<file path="config.mk">
export PLATFORM = sky130hd
export DESIGN_NAME = mem_access_ctrl
export DESIGN_NICKNAME = d
export VERILOG_FILES = /design/src/rtl/mem_access_ctrl.sv
export SDC_FILE = /design/constraint.sdc
export NUM_CORES = 1
export LEC_CHECK = 0
export CORE_ASPECT_RATIO = 1.5
export CORE_MARGIN = 10
export CORE_UTILIZATION = 37
export DETAILED_ROUTE_END_ITERATION = 6
export GPL_TIMING_DRIVEN = 0
export HOLD_SLACK_MARGIN = 0.03
export PLACE_DENSITY = 0.74
export SETUP_SLACK_MARGIN = 0.05
export SYNTH_ARGS = -nofsm -noshare
export SYNTH_HDL_FRONTEND = slang
export SYNTH_SLANG_ARGS = --single-unit
</file>
<file path="constraint.sdc">
create_clock -name clk -period 2.88 [get_ports clk]
set_input_delay 0.576 -clock clk [delete_from_list [all_inputs] [get_ports clk]]
set_output_delay 0.576 -clock clk [all_outputs]
set_load 0.01 [all_outputs]
</file>
<file path="src/rtl/mem_access_ctrl.sv">
// Single-request memory access controller: IDLE -> ACCESS -> DONE handshake to a simple bus.
// Optional ACCESS timeout enabled by defining MEM_ACCESS_TIMEOUT_EN.
//
//   state  | meaning
//   IDLE   | waiting for req; captures request fields on req
//   ACCESS | bus cycle in progress, waiting for mem_ready
//   DONE   | one-cycle completion pulse, err qualifies it
module mem_access_ctrl #(
    parameter int TIMEOUT_CYCLES = 15
) (
    input  logic        clk,
    input  logic        reset,
    input  logic        req,
    input  logic        req_we,
    input  logic        req_size,
    input  logic [15:0] req_addr,
    input  logic [15:0] req_wdata,
    output logic        busy,
    output logic        done,
    output logic        err,
    output logic [15:0] rdata,
    output logic        mem_en,
    output logic        mem_r_w,
    output logic        mem_size,
    output logic [15:0] mem_addr,
    output logic [15:0] mem_wdata,
    input  logic [15:0] mem_rdata,
    input  logic        mem_ready
);

    localparam logic [1:0] IDLE   = 2'd0;
    localparam logic [1:0] ACCESS = 2'd1;
    localparam logic [1:0] DONE   = 2'd2;

    logic [1:0]  state_q, state_d;
    logic        we_q, we_d;
    logic        size_q, size_d;
    logic [15:0] addr_q, addr_d;
    logic [15:0] wdata_q, wdata_d;
    logic [15:0] rdata_q, rdata_d;
    logic        err_q, err_d;

`ifdef MEM_ACCESS_TIMEOUT_EN
    localparam int CW = $clog2(TIMEOUT_CYCLES + 1);
    localparam logic [CW-1:0] CNT_LAST = CW'(TIMEOUT_CYCLES - 1);
    logic [CW-1:0] cnt_q, cnt_d;
`endif

    always_comb begin
        state_d = state_q;
        we_d    = we_q;
        size_d  = size_q;
        addr_d  = addr_q;
        wdata_d = wdata_q;
        rdata_d = rdata_q;
        err_d   = 1'b0;
`ifdef MEM_ACCESS_TIMEOUT_EN
        cnt_d   = cnt_q;
`endif
        case (state_q)
            IDLE: begin
`ifdef MEM_ACCESS_TIMEOUT_EN
                cnt_d = '0;
`endif
                if (req) begin
                    we_d    = req_we;
                    size_d  = req_size;
                    addr_d  = req_addr;
                    // byte writes present only the low lane on the bus
                    wdata_d = req_size ? {8'h00, req_wdata[7:0]} : req_wdata;
                    if (!req_size && req_addr[0]) begin
                        state_d = DONE;
                        err_d   = 1'b1;
                    end else begin
                        state_d = ACCESS;
                    end
                end
            end
            ACCESS: begin
                if (mem_ready) begin
                    state_d = DONE;
                    if (!we_q) begin
                        rdata_d = size_q ? {8'h00, mem_rdata[7:0]} : mem_rdata;
                    end
                end
`ifdef MEM_ACCESS_TIMEOUT_EN
                else if (cnt_q == CNT_LAST) begin
                    state_d = DONE;
                    err_d   = 1'b1;
                end else begin
                    cnt_d = cnt_q + 1'b1;
                end
`endif
            end
            DONE: begin
                state_d = IDLE;
            end
            default: begin
                state_d = IDLE;
            end
        endcase
    end

    always_ff @(posedge clk) begin
        if (!reset) begin
            state_q <= IDLE;
            we_q    <= 1'b0;
            size_q  <= 1'b0;
            addr_q  <= 16'h0000;
            wdata_q <= 16'h0000;
            rdata_q <= 16'h0000;
            err_q   <= 1'b0;
`ifdef MEM_ACCESS_TIMEOUT_EN
            cnt_q   <= '0;
`endif
        end else begin
            state_q <= state_d;
            we_q    <= we_d;
            size_q  <= size_d;
            addr_q  <= addr_d;
            wdata_q <= wdata_d;
            rdata_q <= rdata_d;
            err_q   <= err_d;
`ifdef MEM_ACCESS_TIMEOUT_EN
            cnt_q   <= cnt_d;
`endif
        end
    end

    assign busy      = (state_q != IDLE);
    assign done      = (state_q == DONE);
    assign err       = err_q;
    assign rdata     = rdata_q;
    assign mem_en    = (state_q == ACCESS);
    assign mem_r_w   = we_q;
    assign mem_size  = size_q;
    assign mem_addr  = addr_q;
    assign mem_wdata = wdata_q;

endmodule

</file>
# After elaboration in Yosys (flattened, before gate mapping)
# Index checks and enable logic that the tools add are counted.
dict set report totals {
  register_bits 53
  inputBits 54
  output_inout_bits 54
}
dict set report classes {
  n_eq_ne 4
  n_mux 7
  bitwise 1
  reduce_logical 8
}
# operator count
set op_table {}
lappend op_table {{2-to-1 mux 16 bit} 2}
lappend op_table {{2-to-1 mux 2 bit} 3}
lappend op_table {{AND reduction 3 bit} 2}
lappend op_table {{case mux 2 bit (2 select lines)} 1}
lappend op_table {{AND reduction 2 bit} 2}
lappend op_table {{equality test 2 x 1 -> 1 bit (second input constant)} 1}
lappend op_table {{equality test 2 bit (second input constant)} 1}
lappend op_table {{logical NOT 2 bit} 1}
lappend op_table {{inequality test 2 x 1 -> 1 bit (second input constant)} 1}
lappend op_table {{inequality test 2 bit (second input constant)} 1}
lappend op_table {{nonzero test 2 bit} 1}
lappend op_table {{logical AND 1 bit} 1}
lappend op_table {{logical NOT 1 bit} 1}
lappend op_table {{2-to-1 mux 1 bit} 1}
lappend op_table {{NOT 1 bit} 1}

# Logic depth before layout (Yosys ltp)
# Gate-level depths: netlist of run 1.
dict set report logic_depth {
  word_depth 5
  mapped_depth 4
  ltp_nobuf 2
}

# Worst setup path after synthesis of run 1
# Ideal clock, no wire load.
dict set report synth_timing {
  kind {input to register}
  from {input req}
  to {register wdata_q[15] (netlist: mem_wdata[15])}
  setup_time_ns 0.072
  arrival_ns 1.259
  slack_ns 1.550
  path_stages 4
  path_cell_list {nor3b_1 > buf_4 > buf_6 > mux2i_1}
}
dict set report synth_between {
  elab_chain_len 1
}
# element line_no
set synth_lines {}
lappend synth_lines {{start, declared} 13} ;# input logic req,
lappend synth_lines {{AND reduction 2 bit (no line)} n/a}
lappend synth_lines {{end signal, assigned} 121} ;# wdata_q <= wdata_d;
lappend synth_lines {{end, declared} 39} ;# logic [15:0] wdata_q, wdata_d;
# Every way passes these cells.
# A chain may end at the register's enable or synchronous reset.

# Worst setup path after layout of run 1
dict set report layout_timing {
  from {register state_q[0]}
  to {output mem_en}
}
dict set report layout_between {
  elab_chain_len 1
}
# element line_no
set layout_lines {}
lappend layout_lines {{start, declared} 35} ;# logic [1:0] state_q, state_d;
lappend layout_lines {{start signal, assigned} 117} ;# state_q <= state_d;
lappend layout_lines {{equality test 2 x 1 -> 1 bit} 134} ;# assign mem_en = (state_q == ACCESS);
lappend layout_lines {{end, declared} 22} ;# output logic mem_en,
# Every way passes these cells.

==> reports/metrics.yaml, run 1 <==
fmax_ghz: 0.4822
hp-class: "reg -> reg"
yosysUniqueCellTypes: 17
drc_errors: 0
syn_nets: 288
critPathTopFamily: "buffers and inverters"
synth_cells: 234
status: "finished clean"
path_buf_inv: 1
grt_pass1_vias: 1987
p_leak_nw: 1.334
startpoint_type: "flop"
r2r_start: "state_q[1]"
portBuffers: 107
synthMuxAreaShare: 0.2262
h-tree-depth: 2
rsz0062_at_grt: "false"
finalCritPeriodShare: 0.7201
end_kind: "primary output"
ctsLongestPathBuffers: 2
rows: 34
synth_compound_area_frac: 0.006787
synth-seq-cells: 53
slew_viol_final: 0
postSynthAreaPerCell_sq_um: 9.454
syn-cell-area_sq_mm: 0.002212
cts_setup_buffers: 0
synth_top_family_by_area: "simple AND/OR/NAND/NOR gates"
worst_pin_slew_ns: 0.5115
cp_slowest_stage_delay_ns: 0.57
die-area_sq_mm: 0.009536
yosys.area_share.simple: 0.2342
vias: 2005
grt.total_usage: 0.1323
critPathSlowestCell: "clkdlybuf4s50_1"
initial_core_util: 0.3824
grt_max_degree: 15
grt-ovfl-total: 0
crit_chain: "nor2b_1 -> clkdlybuf4s50_1"
gp_congestion: 0.8262
synth-adder-area-share: 0
timing.slew.headroom: 0.6590
fillers: 551
routed_wl_mm: 6.587
ir_worst_vdd_uv: 303.5
die_h_um: 114.7
synth_warnings: 0
grt_pass1_wl_mm: 10.38
nets: 402
die_w_um: 83.14
critPathLaunch: "state_q[0]"
cap_violations: 0
clkLatencyLatePin_ns: 0.30
setup_tns_ns: 0
period_minus_slack_ns: 2.074
ioPinCount: 108
hpwl_mm: 5.316
cts_hold_buffers: 0
synthToLayoutAreaGrowth_pct: 56.39
fin_area_sq_mm: 0.003460
synth-xor-area-share: 0
clkSinkCount: 53
firstDrtPassIters: 4
report.final.setup_viol: 0
cts_tree: "yes"
final_cell_count_no_fill: 420
hp-start: "rdata[2]"
placed_area_sq_mm: 0.003373
hold_violations: 0
numCtsBuffers: 5
cp_max_fo: 7
antenna_left: 0
cts_root_buffer: "clkbuf_8"
worst-endpoint-arrival_ns: 1.50
dp_cells: 413
ys_seq_area_frac: 0.4796
drive_gt1_frac: 0.05747
fin_worst_skew_ns: 0.005599
drt_iter0_drc: 81
antenna_found_initial: 0
cts_resized: 0
cp_data_required_time_ns: 2.30
n_antenna_cell: 0
coreArea_sq_mm: 0.005786
viasPerCell: 4.774
path_class: "reg -> out"
wl_per_cell_um: 15.68
powerDensity_mw_per_mm2: 450.4
clkTransAtPathRegs_ns: 0.09
-- registers in the layout, summed over array words and instances, names as in the netlist --
signal     cells
rdata         16
mem_size       1
mem_r_w        1
mem_addr      16
state_q        2
err            1
mem_wdata     16
-- synth_stat cells (all sizes together) --
cell type	count	share of area
a32o	1	0.0045
and4bb	1	0.0057
mux2i	50	0.23
a21oi	1	0.0023
nand2	85	0.14
clkbuf	5	0.0085
nand3b	16	0.054
buf	13	0.045
dfxtp	53	0.48
nor3b	1	0.0034
or2	1	0.0028
and4b	1	0.0045
nor2b	3	0.0085
nand2b	2	0.0057
nand4bb	1	0.0051
-- where the power goes --
group | switching (W) | internal, W | leakage, nW
Sequential | 0.0000249 | 0.000776 | 0.433
Clock | 0.000222 | 0.000191 | 0.0443
Combinational | 0.000137 | 0.000207 | 0.856
-- tightest hold or removal path, delay by kind of cell, from the launching register on --
| family | cells | cell delay (ns) |
|---|---|---|
| multiplexers | 1 | 0.05 |
| AND/OR/NAND/NOR | 1 | 0.05 |
| flip-flops | 1 | 0.32 |
-- cell type report --
cell class	instances	area, sq um	share of cell area
timing repair buffer	107	1071	0.3096
clock buffer	7	86.33	0.02495
sequential	53	1061	0.3067
multi-input combinational	163	1033	0.2987
tap	72	90.09	0.02604
buffer	18	117.6	0.03400
-- cell families (layout without fill, tap and decap cells) --
group	after synthesis	count (layout)
compound gates	2	2
buf+inv	18	132
flops	53	53
mux	50	50
simple gates	111	111
-- stage by stage --
stage	power, W	util	hold WS, ns	setup WS (ns)
after floorplan	0.0009695	-	0.4772	1.550
after global routing	0.001638	0.5980	0.4676	0.6772
after global placement	0.001162	0.5830	0.4417	0.8526
after CTS	0.001587	0.5980	0.4606	0.7753
final	0.001558	0.5980	0.4583	0.8061
after detailed placement	0.001169	0.5830	0.4479	0.7997
-- cells in the final DEF, fill, tap and decap left out, drive strengths merged --
| cell type | count |
|---|---|
| dfxtp | 53 |
| nand3b | 16 |
| and4b | 1 |
| nor3b | 1 |
| buf | 13 |
| a32o | 1 |
| clkbuf | 12 |
| nand4bb | 1 |
| nor2b | 3 |
| or2 | 1 |
| mux2i | 50 |
| nand2b | 2 |
| nand2 | 85 |
| clkdlybuf4s50 | 107 |
| and4bb | 1 |
| a21oi | 1 |
-- layer usage --
layer | vias to the layer above | wire length, um | GRT usage
met4 | 0 | 104 | 0.04897
met5 | - | 0 | 0
met1 | 933 | 2561 | 0.1404
li1 | 995 | - | -
met2 | 70 | 3362 | 0.2299
met3 | 7 | 559 | 0.05484
-- worst paths after layout --
check                      end  slack (ns)  cells past startpoint
setup / recovery        mem_en        0.81                      2
hold / removal        rdata[2]        0.46                      2
setup reg to reg  mem_wdata[7]        1.61                      4
hold reg to reg       rdata[2]        0.46                      2
No activity file was read; power rests on OpenSTA's default activity.
==> run 2: changes to the inputs <==
- CORE_UTILIZATION: 37 -> 36
- PLACE_DENSITY: 0.74 -> 0.75
- clock period: 2.88 -> 1.85 ns (I/O delays scaled with it)
==> run 2 against run 1 <==
Compared with the run above: power grew 66%; utilization down 0.33 points; flip-flop and latch count did not move; via count down 3.1%; worst setup slack got worse by 0.68 ns; largest power group unchanged; critical endpoint is now done; final cell count increased by 0.24%; register-to-register slack got worse by 1.0 ns.
==> reports/metrics.yaml, run 2 (synthesis results as in run 1) <==
rows: 34  # unchanged
finalCritPeriodShare: 0.9314
cts_tree: "yes"  # unchanged
combPwrFrac: 0.207  # was 0.221
fillers: 529  # was 551
fin_worst_skew_ns: 0.004638  # was 0.005599 ns
seq_area_sq_mm: 0.001065  # was 0.001061 sq mm
die_h_um: 116.0  # was 114.7 um
numCtsBuffers: 5  # unchanged
cap_violations: 0  # unchanged
pre_cts_slack_ns: -0.01198  # was 0.7997 ns
timing.final.ws_setup_ns: 0.1268  # was 0.8061 ns
final_cell_mix: "clkdlybuf4s50_1, nand2_1, mux2i_1, dfxtp_1, nand3b_1"  # was clkdlybuf4s50_1, nand2_1, dfxtp_1
placed_area_sq_mm: 0.003373  # unchanged
grt.total_usage: 0.1340  # was 0.1323
initial_core_util: 0.3768  # was 0.3824
routed_wl_mm: 6.747  # was 6.587 mm
worst-endpoint-arrival_ns: 1.35  # was 1.50 ns
total_power_w: 0.002584  # was 0.001558 W
h-tree-depth: 2  # unchanged
pwr-share-clk: 0.310  # was 0.265
hpwl_mm: 5.318  # was 5.316 mm
path_class: "reg -> out"  # unchanged
clkTransAtPathRegs_ns: 0.09  # about the same
holdPathStages: 2  # unchanged
rsz0062_at_grt: "false"  # unchanged
grt_max_degree: 16  # was 15
die-area_sq_mm: 0.009745  # was 0.009536 sq mm
grt-ovfl-total: 0  # unchanged
hold_violations: 0  # unchanged
coreArea_sq_mm: 0.005871  # was 0.005786 sq mm
antenna_left: 0  # unchanged
antenna_found_initial: 0  # unchanged
p_leak_nw: 1.356  # was 1.334 nW
clkSinkCount: 53  # unchanged
reg2reg_depth: 4  # unchanged
n_antenna_cell: 0  # unchanged
startpoint_type: "flop"  # unchanged
viasPerCell: 4.613  # was 4.774
fmax_ghz: 0.5803
timing.slew.headroom: 0.6397  # was 0.6590
drt_iter0_drc: 113  # was 81
cts_hold_buffers: 0  # unchanged
ir_worst_vdd_uv: 467.0  # was 303.5 uV
ff2ff_setup_slack_ns: 0.61  # was 1.61 ns
end_kind: "primary output"  # unchanged
period_minus_slack_ns: 1.723
die_w_um: 84.01  # was 83.14 um
cp_data_required_time_ns: 1.48  # was 2.30 ns
netSwitchingPower_w: 0.0006140  # was 0.0003838 W
drive_gt1_frac: 0.06877  # was 0.05747
p_int_w: 0.001970  # was 0.001174 W
firstDrtPassIters: 4  # unchanged
report.final.setup_viol: 0  # unchanged
slew_viol_final: 0  # unchanged
ioPinCount: 108  # unchanged
hp-class: "reg -> reg"  # unchanged
vias: 1942  # was 2,005
cp_max_fo: 6  # was 7
multiInputGateArea_sq_mm: 0.001033  # unchanged
cts_root_buffer: "clkbuf_8"  # unchanged
swShare: 0.2376  # was 0.2463
nets: 402  # unchanged
final_common_cell: "clkdlybuf4s50_1"  # unchanged
drc_errors: 0  # unchanged
gp_congestion: 0.7780  # was 0.8262
portBuffers: 107  # unchanged
grt_pass1_vias: 2034  # was 1,987
grt_pass1_wl_mm: 10.77  # was 10.38 mm
status: "finished clean"  # unchanged
fin_area_sq_mm: 0.003491  # was 0.003460 sq mm
powerDensity_mw_per_mm2: 740.2  # was 450.4 mW/mm^2
wl_per_cell_um: 16.03  # was 15.68 um
worst_pin_slew_ns: 0.5404  # was 0.5115 ns
ctsLongestPathBuffers: 2  # unchanged
cts_setup_buffers: 0  # unchanged
p_seq_frac: 0.483  # was 0.514
clkLatencyLatePin_ns: 0.30  # about the same
synthToLayoutAreaGrowth_pct: 57.81  # was 56.39%
-- run 2: cell count changes in the layout (fill, tap and decap cells not counted), sizes merged --
cell | before | now
clkdlybuf4s50 | 107 | 105
bufinv | 0 | 1
dlygate4sd2 | 0 | 2
-- run 2: timing repair --
| action | CTS | global route |
|---|---|---|
| hold endpoints to repair | 0 | 0 |
| resized for setup | 4 | 1 |
| pin swaps | 0 | 0 |
| endpoints found under the setup margin | 3 | 1 |
-- run 2: final timing paths --
kind                  from             to
min reg2reg  mem_wdata[12]  mem_wdata[12]
max             state_q[1]           done
min          mem_wdata[12]  mem_wdata[12]
max reg2reg     state_q[1]       rdata[8]
-- run 2: metrics by stage --
| step | std cells | utilization | hold WS, ns | TNS [ns] |
|---|---|---|---|---|
| floorplan | 234 | - | 0.4772 | 0 |
| global placement | 413 | 0.5746 | 0.4412 | 0 |
| detailed placement | 413 | 0.5746 | 0.4460 | -0.01736 |
| CTS | 421 | 0.5944 | 0.4617 | 0 |
| global route | 421 | 0.5946 | 0.4754 | 0 |
| finish | 421 | 0.5946 | 0.4579 | 0 |
-- run 2: power by group through the flow --
stage / Sequential [W] / Combinational, W / Clock, W
floorplan: 0.00130 / 0.000209 / 0
global placement: 0.00127 / 0.000539 / 0
detailed placement: 0.00127 / 0.000547 / 0
CTS: 0.00125 / 0.000546 / 0.000838
global route: 0.00126 / 0.000580 / 0.000875
finish: 0.00125 / 0.000535 / 0.000802
-- run 2: layout make-up --
class | count | share of cell area
buffer | 18 | 0.03369
clock buffer | 7 | 0.02473
clock inverter | 1 | 0.008602
multi-input combinational | 163 | 0.2961
sequential | 53 | 0.3050
tap | 72 | 0.02581
timing repair buffer | 107 | 0.3061
-- run 2: layer usage --
metal  global-route usage  vias up  wire length, um
li1                     -      991                -
met1               0.1428      875             2720
met2               0.2476       70             3507
met3              0.03722        6              414
met4              0.04591        0              105
met5                    0        -                0
-- run 2: worst max-delay path, cell delays in order (launching register included) --
cell             delay (ns)
dfxtp_2                0.37
nor2b_1                0.13
clkdlybuf4s50_1        0.56
